File: config.mk
export PLATFORM = sky130hd
export DESIGN_NAME = interrupt_controller_flat
export DESIGN_NICKNAME = d
export VERILOG_FILES = /design/src/rtl/interrupt_controller_if.sv /design/src/rtl/interrupt_controller.sv /design/src/flat_wrapper.sv
export SDC_FILE = /design/constraint.sdc
export NUM_CORES = 1
export LEC_CHECK = 0
export CAP_MARGIN = 20
export CORE_ASPECT_RATIO = 0.9
export CORE_MARGIN = 1.5
export CORE_UTILIZATION = 43
export CTS_CLUSTER_DIAMETER = 80
export DETAILED_ROUTE_END_ITERATION = 7
export MAX_ROUTING_LAYER = met4
export PLACE_DENSITY = 0.85
export SLEW_MARGIN = 30
export SYNTH_ARGS = -nofsm -noshare
export SYNTH_HDL_FRONTEND = slang
export SYNTH_SLANG_ARGS = --single-unit
File: constraint.sdc
create_clock -name clk -period 2.9 [get_ports clk]
set_input_delay 0.435 -clock clk [delete_from_list [all_inputs] [get_ports clk]]
set_output_delay 0.435 -clock clk [all_outputs]
set_load 0.02 [all_outputs]
File: src/rtl/interrupt_controller_if.sv
// CPU-side interrupt handshake between interrupt_controller and an 8080-style core.
// int_req is the valid: once high, int_opcode is stable until int_ack (the ready) is sampled high
// or the request is withdrawn because cpu_inte dropped. int_ack outside a request has no effect.
interface interrupt_controller_if #(
  parameter int XLEN = 8
);
  logic            cpu_inte;
  logic            int_ack;
  logic            int_req;
  logic [XLEN-1:0] int_opcode;

  modport master (
    input  cpu_inte,
    input  int_ack,
    output int_req,
    output int_opcode
  );

  modport slave (
    output cpu_inte,
    output int_ack,
    input  int_req,
    input  int_opcode
  );
endinterface

File: src/rtl/interrupt_controller.sv
// Turns mid_screen/vblank strobe rises into pending RST requests for the CPU,
// with vblank priority and a saturating count of requests lost to overrun.
module interrupt_controller #(
  parameter int XLEN          = 8,
  parameter int MID_VECTOR    = 1,
  parameter int VBLANK_VECTOR = 2
) (
  input  logic                  clk,
  input  logic                  rst,
  input  logic                  mid_screen,
  input  logic                  vblank,
  interrupt_controller_if.master cpu,
  output logic [1:0]            pending,
  output logic [7:0]            missed_count,
  output logic                  dbg_state
);

  localparam logic [XLEN-1:0] MID_OPCODE = XLEN'(8'hC7 | (8'(MID_VECTOR) << 3));
  localparam logic [XLEN-1:0] VB_OPCODE  = XLEN'(8'hC7 | (8'(VBLANK_VECTOR) << 3));

  typedef enum logic {
    S_IDLE   = 1'b0,
    S_ASSERT = 1'b1
  } state_t;

  state_t          state_q, state_d;
  logic            sel_vb_q, sel_vb_d;
  logic            req_d;
  logic [XLEN-1:0] opcode_d;
  logic            clr_mid, clr_vb;

  logic            mid_prev, vb_prev;
  logic            rise_mid, rise_vb;
  logic            miss_mid, miss_vb;
  logic [1:0]      pending_d;
  logic [8:0]      miss_sum;
  logic [7:0]      missed_d;

  assign dbg_state = (state_q == S_ASSERT);

  // Prev registers come out of reset high so a strobe already high is not a rise.
  assign rise_mid = mid_screen & ~mid_prev;
  assign rise_vb  = vblank & ~vb_prev;

  always_comb begin
    state_d  = state_q;
    sel_vb_d = sel_vb_q;
    req_d    = cpu.int_req;
    opcode_d = cpu.int_opcode;
    clr_mid  = 1'b0;
    clr_vb   = 1'b0;
    case (state_q)
      S_IDLE: begin
        if (cpu.cpu_inte && (pending != 2'b00)) begin
          sel_vb_d = pending[1];
          opcode_d = pending[1] ? VB_OPCODE : MID_OPCODE;
          req_d    = 1'b1;
          state_d  = S_ASSERT;
        end
      end
      S_ASSERT: begin
        if (cpu.int_ack) begin
          clr_vb   = sel_vb_q;
          clr_mid  = ~sel_vb_q;
          req_d    = 1'b0;
          opcode_d = '0;
          state_d  = S_IDLE;
        end else if (!cpu.cpu_inte) begin
          req_d    = 1'b0;
          opcode_d = '0;
          state_d  = S_IDLE;
        end
      end
      default: begin
        req_d    = 1'b0;
        opcode_d = '0;
        state_d  = S_IDLE;
      end
    endcase
  end

  // A rise coinciding with the ack of its own source re-arms the bit and is not a miss.
  always_comb begin
    pending_d[0] = rise_mid | (pending[0] & ~clr_mid);
    pending_d[1] = rise_vb | (pending[1] & ~clr_vb);
    miss_mid     = rise_mid & pending[0] & ~clr_mid;
    miss_vb      = rise_vb & pending[1] & ~clr_vb;
    miss_sum     = {1'b0, missed_count} + 9'(miss_mid) + 9'(miss_vb);
    missed_d     = miss_sum[8] ? 8'hFF : miss_sum[7:0];
  end

  always_ff @(posedge clk or posedge rst) begin
    if (rst) begin
      state_q        <= S_IDLE;
      sel_vb_q       <= 1'b0;
      cpu.int_req    <= 1'b0;
      cpu.int_opcode <= '0;
      mid_prev       <= 1'b1;
      vb_prev        <= 1'b1;
      pending        <= 2'b00;
      missed_count   <= 8'd0;
    end else begin
      state_q        <= state_d;
      sel_vb_q       <= sel_vb_d;
      cpu.int_req    <= req_d;
      cpu.int_opcode <= opcode_d;
      mid_prev       <= mid_screen;
      vb_prev        <= vblank;
      pending        <= pending_d;
      missed_count   <= missed_d;
    end
  end

endmodule

File: src/flat_wrapper.sv
// flat-port wrapper written by rule: the top's interface ports become plain ports
module interrupt_controller_flat 
#(
  parameter int XLEN          = 8,
  parameter int MID_VECTOR    = 1,
  parameter int VBLANK_VECTOR = 2
)
  (clk, rst, mid_screen, vblank, pending, missed_count, dbg_state, cpu_cpu_inte, cpu_int_ack, cpu_int_req, cpu_int_opcode);
  interrupt_controller_if #(.XLEN(XLEN)) cpu_i ();
  input  logic clk;
  input  logic rst;
  input  logic mid_screen;
  input  logic vblank;
  output logic [1:0] pending;
  output logic [7:0] missed_count;
  output logic dbg_state;
  input wire logic [$bits(cpu_i.cpu_inte)-1:0] cpu_cpu_inte;
  input wire logic [$bits(cpu_i.int_ack)-1:0] cpu_int_ack;
  output wire logic [$bits(cpu_i.int_req)-1:0] cpu_int_req;
  output wire logic [$bits(cpu_i.int_opcode)-1:0] cpu_int_opcode;
  assign cpu_i.cpu_inte = cpu_cpu_inte;
  assign cpu_i.int_ack = cpu_int_ack;
  assign cpu_int_req = cpu_i.int_req;
  assign cpu_int_opcode = cpu_i.int_opcode;
  interrupt_controller #(.XLEN(XLEN), .MID_VECTOR(MID_VECTOR), .VBLANK_VECTOR(VBLANK_VECTOR)) u_core (.clk(clk), .rst(rst), .mid_screen(mid_screen), .vblank(vblank), .cpu(cpu_i), .pending(pending), .missed_count(missed_count), .dbg_state(dbg_state));
endmodule
# Word-level counts from Yosys, hierarchy flattened
# Cells that the tools add are included.
[word_totals] output_inout_bits=20 in_bits=6 ff_bits=23 wordCells=50
[op_classes] eq_ne=2 n_reduce_logical=4 n_addsub=2 bitwise=16 n_mux=18
[ops] operator="$mux W8" n=4
[ops] operator="$pmux W8 S2" n=1
[ops] operator="$mux W1" n=10
[ops] operator="$add A8 B1 Y9" n=1
[ops] operator="$add A9 B1 Y9" n=1
[ops] operator="$and A1 B1 Y1" n=8
[ops] operator="$not A1 Y1" n=6
[ops] operator="$mux W5" n=1
[ops] operator="$pmux W1 S2" n=2
[ops] operator="$reduce_and A2 Y1" n=2
[ops] operator="$ne A3 B3 Y1 const B" n=1
[ops] operator="$ne A2 B1 Y1 const B" n=1
[ops] operator="$or A1 B1 Y1" n=2
[ops] operator="$reduce_bool A2 Y1" n=1
[ops] operator="$logic_and A1 B1 Y1" n=1

# Logic depth before layout (Yosys ltp)
# Gate-level depths: netlist (run 1).
[logic_depth] ltp_word=8 mapped_depth=9 ltp_nobuf=7

# Worst setup path after synthesis (run 1)
# OpenSTA, ideal clock, no wires.
[synth_timing] kind="flip-flop to flip-flop" startpoint="reg u_core.state_q (netlist: u_core.dbg_state)" endpoint="reg u_core.missed_count[6]" period_less_slack_ps=2246 path_buffers=2 required_ps=2775 stages_incl_launch_ff=10 setup_ps=125 arrival_time_ps=2121 setup_slack_ps=654 path_cell_list="dfrtp_1 -> buf_2 -> nand2_1 -> o21ai_0 -> nor2_1 -> fa_1 -> and4_1 -> buf_6 -> and3_4 -> mux2_4"
[synth_between] elab_chain_cells=6 word_cells_on_any_way=9 classes_between="add/sub (2); mux (3); bitwise (4)"
[synth_lines] item="from (decl)" line="interrupt_controller.sv:26" rtl="state_t state_q, state_d;"
[synth_lines] item="from (signal assigned)" line="interrupt_controller.sv:103" rtl="state_q <= state_d;"
[synth_lines] item="$mux W1" line="interrupt_controller.sv:52" rtl="case (state_q)"
[synth_lines] item="$not A1 Y1" line="interrupt_controller.sv:86" rtl="miss_mid = rise_mid & pending[0] & ~clr_mid;"
[synth_lines] item="$and A1 B1 Y1" line="interrupt_controller.sv:86"
[synth_lines] item="$add A8 B1 Y9" line="interrupt_controller.sv:88" rtl="miss_sum = {1'b0, missed_count} + 9'(miss_mid) + 9'(miss_vb);"
[synth_lines] item="$add A9 B1 Y9 *" line="interrupt_controller.sv:88"
[synth_lines] item="$mux W8 *" line="interrupt_controller.sv:89" rtl="missed_d = miss_sum[8] ? 8'hFF : miss_sum[7:0];"
[synth_lines] item="via u_core.missed_d[6]" line="interrupt_controller.sv:37" rtl="logic [7:0] missed_d;"
[synth_lines] item="to (signal assigned)" line="interrupt_controller.sv:110" rtl="missed_count <= missed_d;"
[synth_lines] item="to (decl)" line="interrupt_controller.sv:14" rtl="output logic [7:0] missed_count,"
# The timed path passes the listed nets; every way through them passes the cells marked *.
# A chain may end at the register's enable or synchronous reset.

# Final worst setup path (run 1)
[layout_timing] startpoint="in cpu_int_ack" endpoint="reg u_core.missed_count[6]"
[layout_between] elab_chain_cells=7 word_cells_on_any_way=11 classes_between="add/sub (2); mux (5); bitwise (4)"
[layout_lines] item="from (decl)" line="flat_wrapper.sv:18" rtl="input wire logic [$bits(cpu_i.int_ack)-1:0] cpu_int_ack;"
[layout_lines] item="$mux W1" line="interrupt_controller.sv:62" rtl="if (cpu.int_ack) begin"
[layout_lines] item="$mux W1" line="interrupt_controller.sv:52"
[layout_lines] item="$not A1 Y1" line="interrupt_controller.sv:86"
[layout_lines] item="$and A1 B1 Y1" line="interrupt_controller.sv:86"
[layout_lines] item="$add A8 B1 Y9" line="interrupt_controller.sv:88"
[layout_lines] item="$add A9 B1 Y9 *" line="interrupt_controller.sv:88"
[layout_lines] item="$mux W8 *" line="interrupt_controller.sv:89"
[layout_lines] item="via u_core.missed_d[6]" line="interrupt_controller.sv:37"
# Marks and branches as above.

==> results of run 1 <==
[Yosys cell counts (2+ instances only)]
cell type  count
nor2b_1        3
buf_4          6
dfstp_2        2
dfrtp_1       15
xnor2_1        2
a31oi_1        2
inv_1          2
nor2_1         3
o21ai_0        4
a21oi_1        3
nand2b_1       4
nand2_1       11
[registers in the layout, summed over array words and instances (netlist names)]
register	cells
u_core.pending	2
u_core.mid_prev	1
u_core.cpu.int_opcode	3
u_core.dbg_state	1
u_core.missed_count	8
u_core.sel_vb_q	1
u_core.vb_prev	1
[power groups by stage]
stage | Clock, mW | Sequential [mW] | Combinational (mW)
2_1_floorplan | 0 | 0.438 | 0.142
3_3_place_gp | 0 | 0.376 | 0.355
3_5_place_dp | 0 | 0.382 | 0.357
4_1_cts | 0.128 | 0.378 | 0.362
5_1_grt | 0.139 | 0.389 | 0.384
6_report | 0.120 | 0.377 | 0.358
[kinds of logic (layout without fill, tap and decap cells)]
kind of cell	Yosys count	count (layout)	share of synthesized area [%]
adder cells (fa/ha/maj)	1	1	2.47
multiplexers	1	1	1.85
AND/OR/NAND/NOR	28	28	18.4
flip-flops	17	17	52.8
other	1	1	0.463
AO/OA/AOI/OAI	16	16	13.4
XOR/XNOR	2	2	2.16
buffers and inverters	10	30	8.49
[final timing paths]
| path | slack [ns] | start | cells after the start | to |
|---|---|---|---|---|
| max | 0.50 | cpu_int_ack | 8 | u_core.missed_count[6] |
| min | 0.51 | u_core.missed_count[7] | 1 | u_core.missed_count[7] |
| max reg2reg | 0.63 | u_core.dbg_state | 7 | u_core.missed_count[6] |
| min reg2reg | 0.51 | u_core.missed_count[7] | 1 | u_core.missed_count[7] |
| max in group asynchronous | 1.99 | rst | 2 | u_core.missed_count[3] |
| min in group asynchronous | 0.52 | rst | 2 | u_core.cpu.int_opcode[6] |
[final cells by class]
type                       count  area (µm²)  area share (%)
clock buffer                   4        26.3            2.51
inverter                       2        7.51           0.718
tap                           24        30.0            2.87
multi-input combinational     49         314            30.0
timing repair buffer          24         240            23.0
sequential                    17         428            40.9
[layer usage]
layer / up-vias / global-route usage [%]
met5: - / -
met2: 24 / 24.4
met4: 0 / 12.0
met1: 276 / 20.8
li1: 292 / -
met3: 4 / 2.70
[metrics by stage]
stage,utilization [%],setup WS (ns),instances
after floorplan,-,0.654,76
after global placement,59.4,0.289,116
after detailed placement,59.4,0.214,116
after CTS,60.9,0.524,120
after global routing,60.9,0.379,120
final,60.9,0.505,120
[critical path, stage by stage]
cell	delay, ns
clkdlybuf4s50_1	0.52
nand2_1	0.09
o21ai_0	0.26
nor2_1	0.09
fa_1	0.43
and4_1	0.25
and3_4	0.21
mux2_4	0.28
==> metrics.txt, run 1 <==
setup TNS 0 ns; Synth area leaders dfrtp_1 (46%), dfstp_2 (6.5%), buf_4 (5.6%); cell area after placement 1020 µm²; max layer used met4; Slew Limit Fails 0; largest net degree at the start of global routing 18; # DRC 0; initial antenna violation count 0; layout cells sized above 1 9.38%; TritonRoute pass-1 iters 4; Internal Power 0.538 mW; Yosys top cell area share 46.3%; Max Freq 418 MHz; Chip Width 48.8 µm; CTS H-tree depth 1; final worst path period need 2.40 ns; Layout Skew 0.000947 ns; DR vias 596; Fin. Hold Viols 0; Die Ht 44.2 µm; Antenna Nets Post-Route 0; sequential share of power 44.1%; final instance area 1050 µm²; crit share post-route 82.6%; Worst Path Max Fanout 6; IO Pins 26; post-CTS setup buffers 0; MaxCap Viol Count 0; area added between synthesis and finish 29.0%; vias in the first global route 554; Post-Route WL 1450 µm; hold crit path type reg2reg; # hold bufs at CTS 0; # fillers 162; worst-skew pair later-pin latency 0.28 ns; TritonCTS Sinks 17; # diodes 0; IO buf count 24; Die ar. 2160 µm²; Post-DP HPWL 1100 µm; synthesized net count 83; most frequent cells in the layout clkdlybuf4s50_1 (24), dfrtp_1 (15), nand2_1 (11), nand2b_1 (4), o21ai_0 (4); core area 1720 µm²; Most used DFF post-synth dfrtp_1; clock root buffer clkbuf_4; post-synthesis sequential area ratio 52.8%; Num CTS Buffers 3; met2 wire length 612 µm; global placer's final weighted congestion 0.750; Net Sw Power 0.317 mW; unrepaired setup endpoints after global routing no; DRT iter0 DRCs 5; CTS tree yes; startpoint types input port; library cells used by synthesis 31; std cell rows 14; Max transition margin 59.4%; Initial Utilization 47.2%; total power 0.855 mW; metal3 WL 80 µm; Synth Instances 76; Clock Tree Buf Depth 2; global-route wire length before repair 2540 µm; Avg Cell Area, Syn 10.7 µm²; clock-pin slew on the worst setup and hold paths 0.09 ns; Post-synth ARST share 100%; number of synthesized flops with an enable pin 0; Yosys top cell by area dfrtp_1; Final Net Count 104; P_leak 0.450 nW; Post-Syn Area 811 µm²; Clk pwr share 14.0%; gr ovfl total 0; combinational share of power 41.9%; crit end category flip-flop; Setup CP Type in2reg; Worst-Margin Slew 0.609 ns; PwrDens 818 nW/µm²; hold_ws 0.513 ns; CP arrival 2.57 ns; Req. time, crit path 3.08 ns; Switching Fraction 37.0%; run status complete, no violations; post-cts sizing count 0; Max VDD drop 0.000492 V; commonest non-fill, non-tap cell in the layout clkdlybuf4s50_1; Via density 4.97; gr usage total 16.5%; WL/cell 12.1 µm; M1 wire length 711 µm; final setup fails 0; Yosys Warn Count 0; Yosys reg bits 17
Note: power is estimated with default switching activity, not from simulation.
==> inputs of run 2 (changes only) <==
Settings changed: CORE_UTILIZATION 43 to 40, PLACE_DENSITY 0.85 to 0.84.
Clock period 2.9 ns to 2.16 ns, I/O delays scaled along.
==> run 2 against run 1 <==
Against the previous run: clock power rose by 32%; non-clock buffer count rose by 2; worst setup slack got worse by 0.44 ns; register-to-register slack got worse by 0.50 ns; die area rose by 7.0%; sequential power rose by 35%; first-iteration DRC count did not move; clock skew rose by 0.00072 ns; final area rose by 1.7%; critical path type unchanged; largest power group unchanged; highest routed layer unchanged.
==> metrics.txt, run 2 (synthesis results as in run 1) <==
crit end category flip-flop; area added between synthesis and finish 31.2%; R2R setup slack 0.13 ns (-0.50 ns); clock-pin slew on the worst setup and hold paths 0.09 ns (about the same); gr usage total 14.4% (-2.1 points); std cell rows 15 (+1); Clock Tree Buf Depth 2 (unchanged); Slew Limit Fails 0 (unchanged); initial antenna violation count 0 (unchanged); # diodes 0 (unchanged); Via density 4.90 (-1.3%); post-CTS setup buffers 0 (unchanged); DR vias 603 (+1.2%); combinational share of power 41.8% (about the same); final worst path period need 2.10 ns; Max Freq 477 MHz; Antenna Nets Post-Route 0 (unchanged); total power 1.15 mW (+34%); Critical Path End u_core.missed_count[2]; # fillers 182 (+12%); MaxCap Viol Count 0 (unchanged); CTS H-tree depth 1 (unchanged); TritonRoute pass-1 iters 4 (unchanged); Post-DP HPWL 1090 µm (-0.68%); max reg flops 8 (unchanged); Most Used Layer, Global Route met2; IO buf count 24 (unchanged); Die Ht 45.7 µm (+3.4%); CP Depth 9 (+1); run status complete, no violations; startpoint types input port; CTS tree yes; Worst Setup SP cpu_int_ack; Fin. Hold Viols 0 (unchanged); CP peak stage delay 0.50 ns (-0.02 ns); unrepaired setup endpoints after global routing no; Slowest cell on crit path clkdlybuf4s50_1; Layout Skew 0.00166 ns (+0.000716 ns); clock root buffer clkbuf_4; Worst Path Max Fanout 5 (-1); FF-to-FF End u_core.missed_count[2]; r2r worst-path depth 8 (+1); commonest non-fill, non-tap cell in the layout clkdlybuf4s50_1; PwrDens 1080 nW/µm² (+32%); Die ar. 2310 µm² (+7.0%); final std cells w/o fill 123 (+2.5%); P_leak 0.459 nW (+2.0%); Post-Route WL 1420 µm (-2.1%); Chip Width 50.5 µm (+3.5%); crit-path cells clkdlybuf4s50_1 > nand2_1 > o21ai_1 > nor2_1 > fa_1 > and4_1 > buf_4 > nand4_1 > o21ai_0; Worst path top cell family by delay buffers and inverters; most frequent cells in the layout clkdlybuf4s50_1 (24), dfrtp_1 (14), nand2_1 (11), nand2b_1 (4); TritonCTS Sinks 17 (unchanged); core area 1910 µm² (+12%); # hold bufs at CTS 0 (unchanged); Switching Fraction 36.8% (-0.29 points); Biggest register u_core.missed_count; gr ovfl total 0 (unchanged); Worst-Margin Slew 0.598 ns (-0.0109 ns); Clk pwr share 13.8% (-0.2 points); Setup CP Type in2reg; vias in the first global route 561 (+1.3%); crit share post-route 97.0%; Initial Utilization 42.4% (-4.9 points); layout cells sized above 1 12.2% (+2.9 points); Max VDD drop 0.000754 V (+53%); DRT iter0 DRCs 5 (unchanged); crit path buf inv count 2 (+1); CP arrival 2.25 ns (-0.32 ns); Internal Power 0.727 mW (+35%); Final Net Count 106 (+1.9%); final setup fails 0 (unchanged); worst-skew pair later-pin latency 0.28 ns (about the same); placed cell count 119 (+2.6%); global-route wire length before repair 2360 µm (-7.1%); routing usage on met1 17.9% (-2.9 points); # DRC 0 (unchanged); WL/cell 11.5 µm (-4.5%); met2 global-route usage 23.4% (-0.96 points); global placer's final weighted congestion 0.717 (-4.4%); Req. time, crit path 2.31 ns (-0.77 ns); Max transition margin 60.1% (+0.72 points); sequential share of power 44.3% (+0.2 points); Largest regs u_core.missed_count: 8 flops, u_core.cpu.int_opcode: 3 flops, u_core.pending: 2 flops; hold_ws 0.409 ns (-0.103 ns); Num CTS Buffers 3 (unchanged); IO Pins 26 (unchanged); largest net degree at the start of global routing 18 (unchanged); post-cts sizing count 0 (unchanged); Net Sw Power 0.422 mW (+33%); worst r2r src u_core.dbg_state; GR met3 Demand/Resource 2.30% (-0.40 points); hold crit path type in2async
==> run 2: cell count changes in the layout (fill, tap and decap cells not counted), sizes merged <==
cell,before,now
buf,0,2
==> run 2: routing by layer <==
| layer | vias to the layer above | part of all wire, % |
|---|---|---|
| met5 | - | 0 |
| met4 | 0 | 0.49 |
| met3 | 2 | 5.7 |
| met2 | 21 | 48 |
| met1 | 282 | 45 |
| li1 | 298 | - |
==> run 2: worst reg2reg max path: cells and delay by family (launching register included) <==
family,cells,cell delay (ns)
fa+ha+maj,1,0.43
simple gates,4,0.56
buf+inv,1,0.15
flops,1,0.46
compound gates,2,0.31
==> run 2: layout make-up <==
| class | instances | area, µm² | share of cell area, % |
|---|---|---|---|
| clock buffers | 4 | 26.3 | 2.47 |
| inverters | 2 | 7.51 | 0.706 |
| multi-input cells | 49 | 314 | 29.5 |
| flip-flops and latches | 17 | 429 | 40.4 |
| well taps | 25 | 31.3 | 2.94 |
| repair buffers | 26 | 255 | 24.0 |
==> run 2: how the worst min path moves through the flow <==
stage | to | slack (ns)
2_1_floorplan | u_core.cpu.int_opcode[3] | 0.25
3_3_place_gp | u_core.missed_count[7] | 0.49
3_5_place_dp | u_core.missed_count[7] | 0.49
4_1_cts | u_core.cpu.int_opcode[6] | 0.42
5_1_grt | u_core.cpu.int_opcode[6] | 0.47
6_report | u_core.missed_count[1] | 0.41
==> run 2: per-stage QoR <==
stage          utilization (%)  TNS (ns)  worst slack [ns]  area [µm²]
2_1_floorplan                -         0            0.0480         815
3_3_place_gp              54.2    -0.934            -0.168        1040
6_report                  55.6         0            0.0644        1060
4_1_cts                   55.6         0            0.0783        1060
3_5_place_dp              54.2     -1.37            -0.225        1040
5_1_grt                   55.6         0           0.00138        1060
==> run 2: power groups by stage <==
| stage | registers (mW) | clock network [mW] | logic (mW) |
|---|---|---|---|
| 3_5_place_dp | 0.513 | 0 | 0.482 |
| 4_1_cts | 0.509 | 0.169 | 0.486 |
| 3_3_place_gp | 0.506 | 0 | 0.479 |
| 6_report | 0.510 | 0.159 | 0.480 |
| 5_1_grt | 0.526 | 0.184 | 0.513 |
| 2_1_floorplan | 0.588 | 0 | 0.192 |
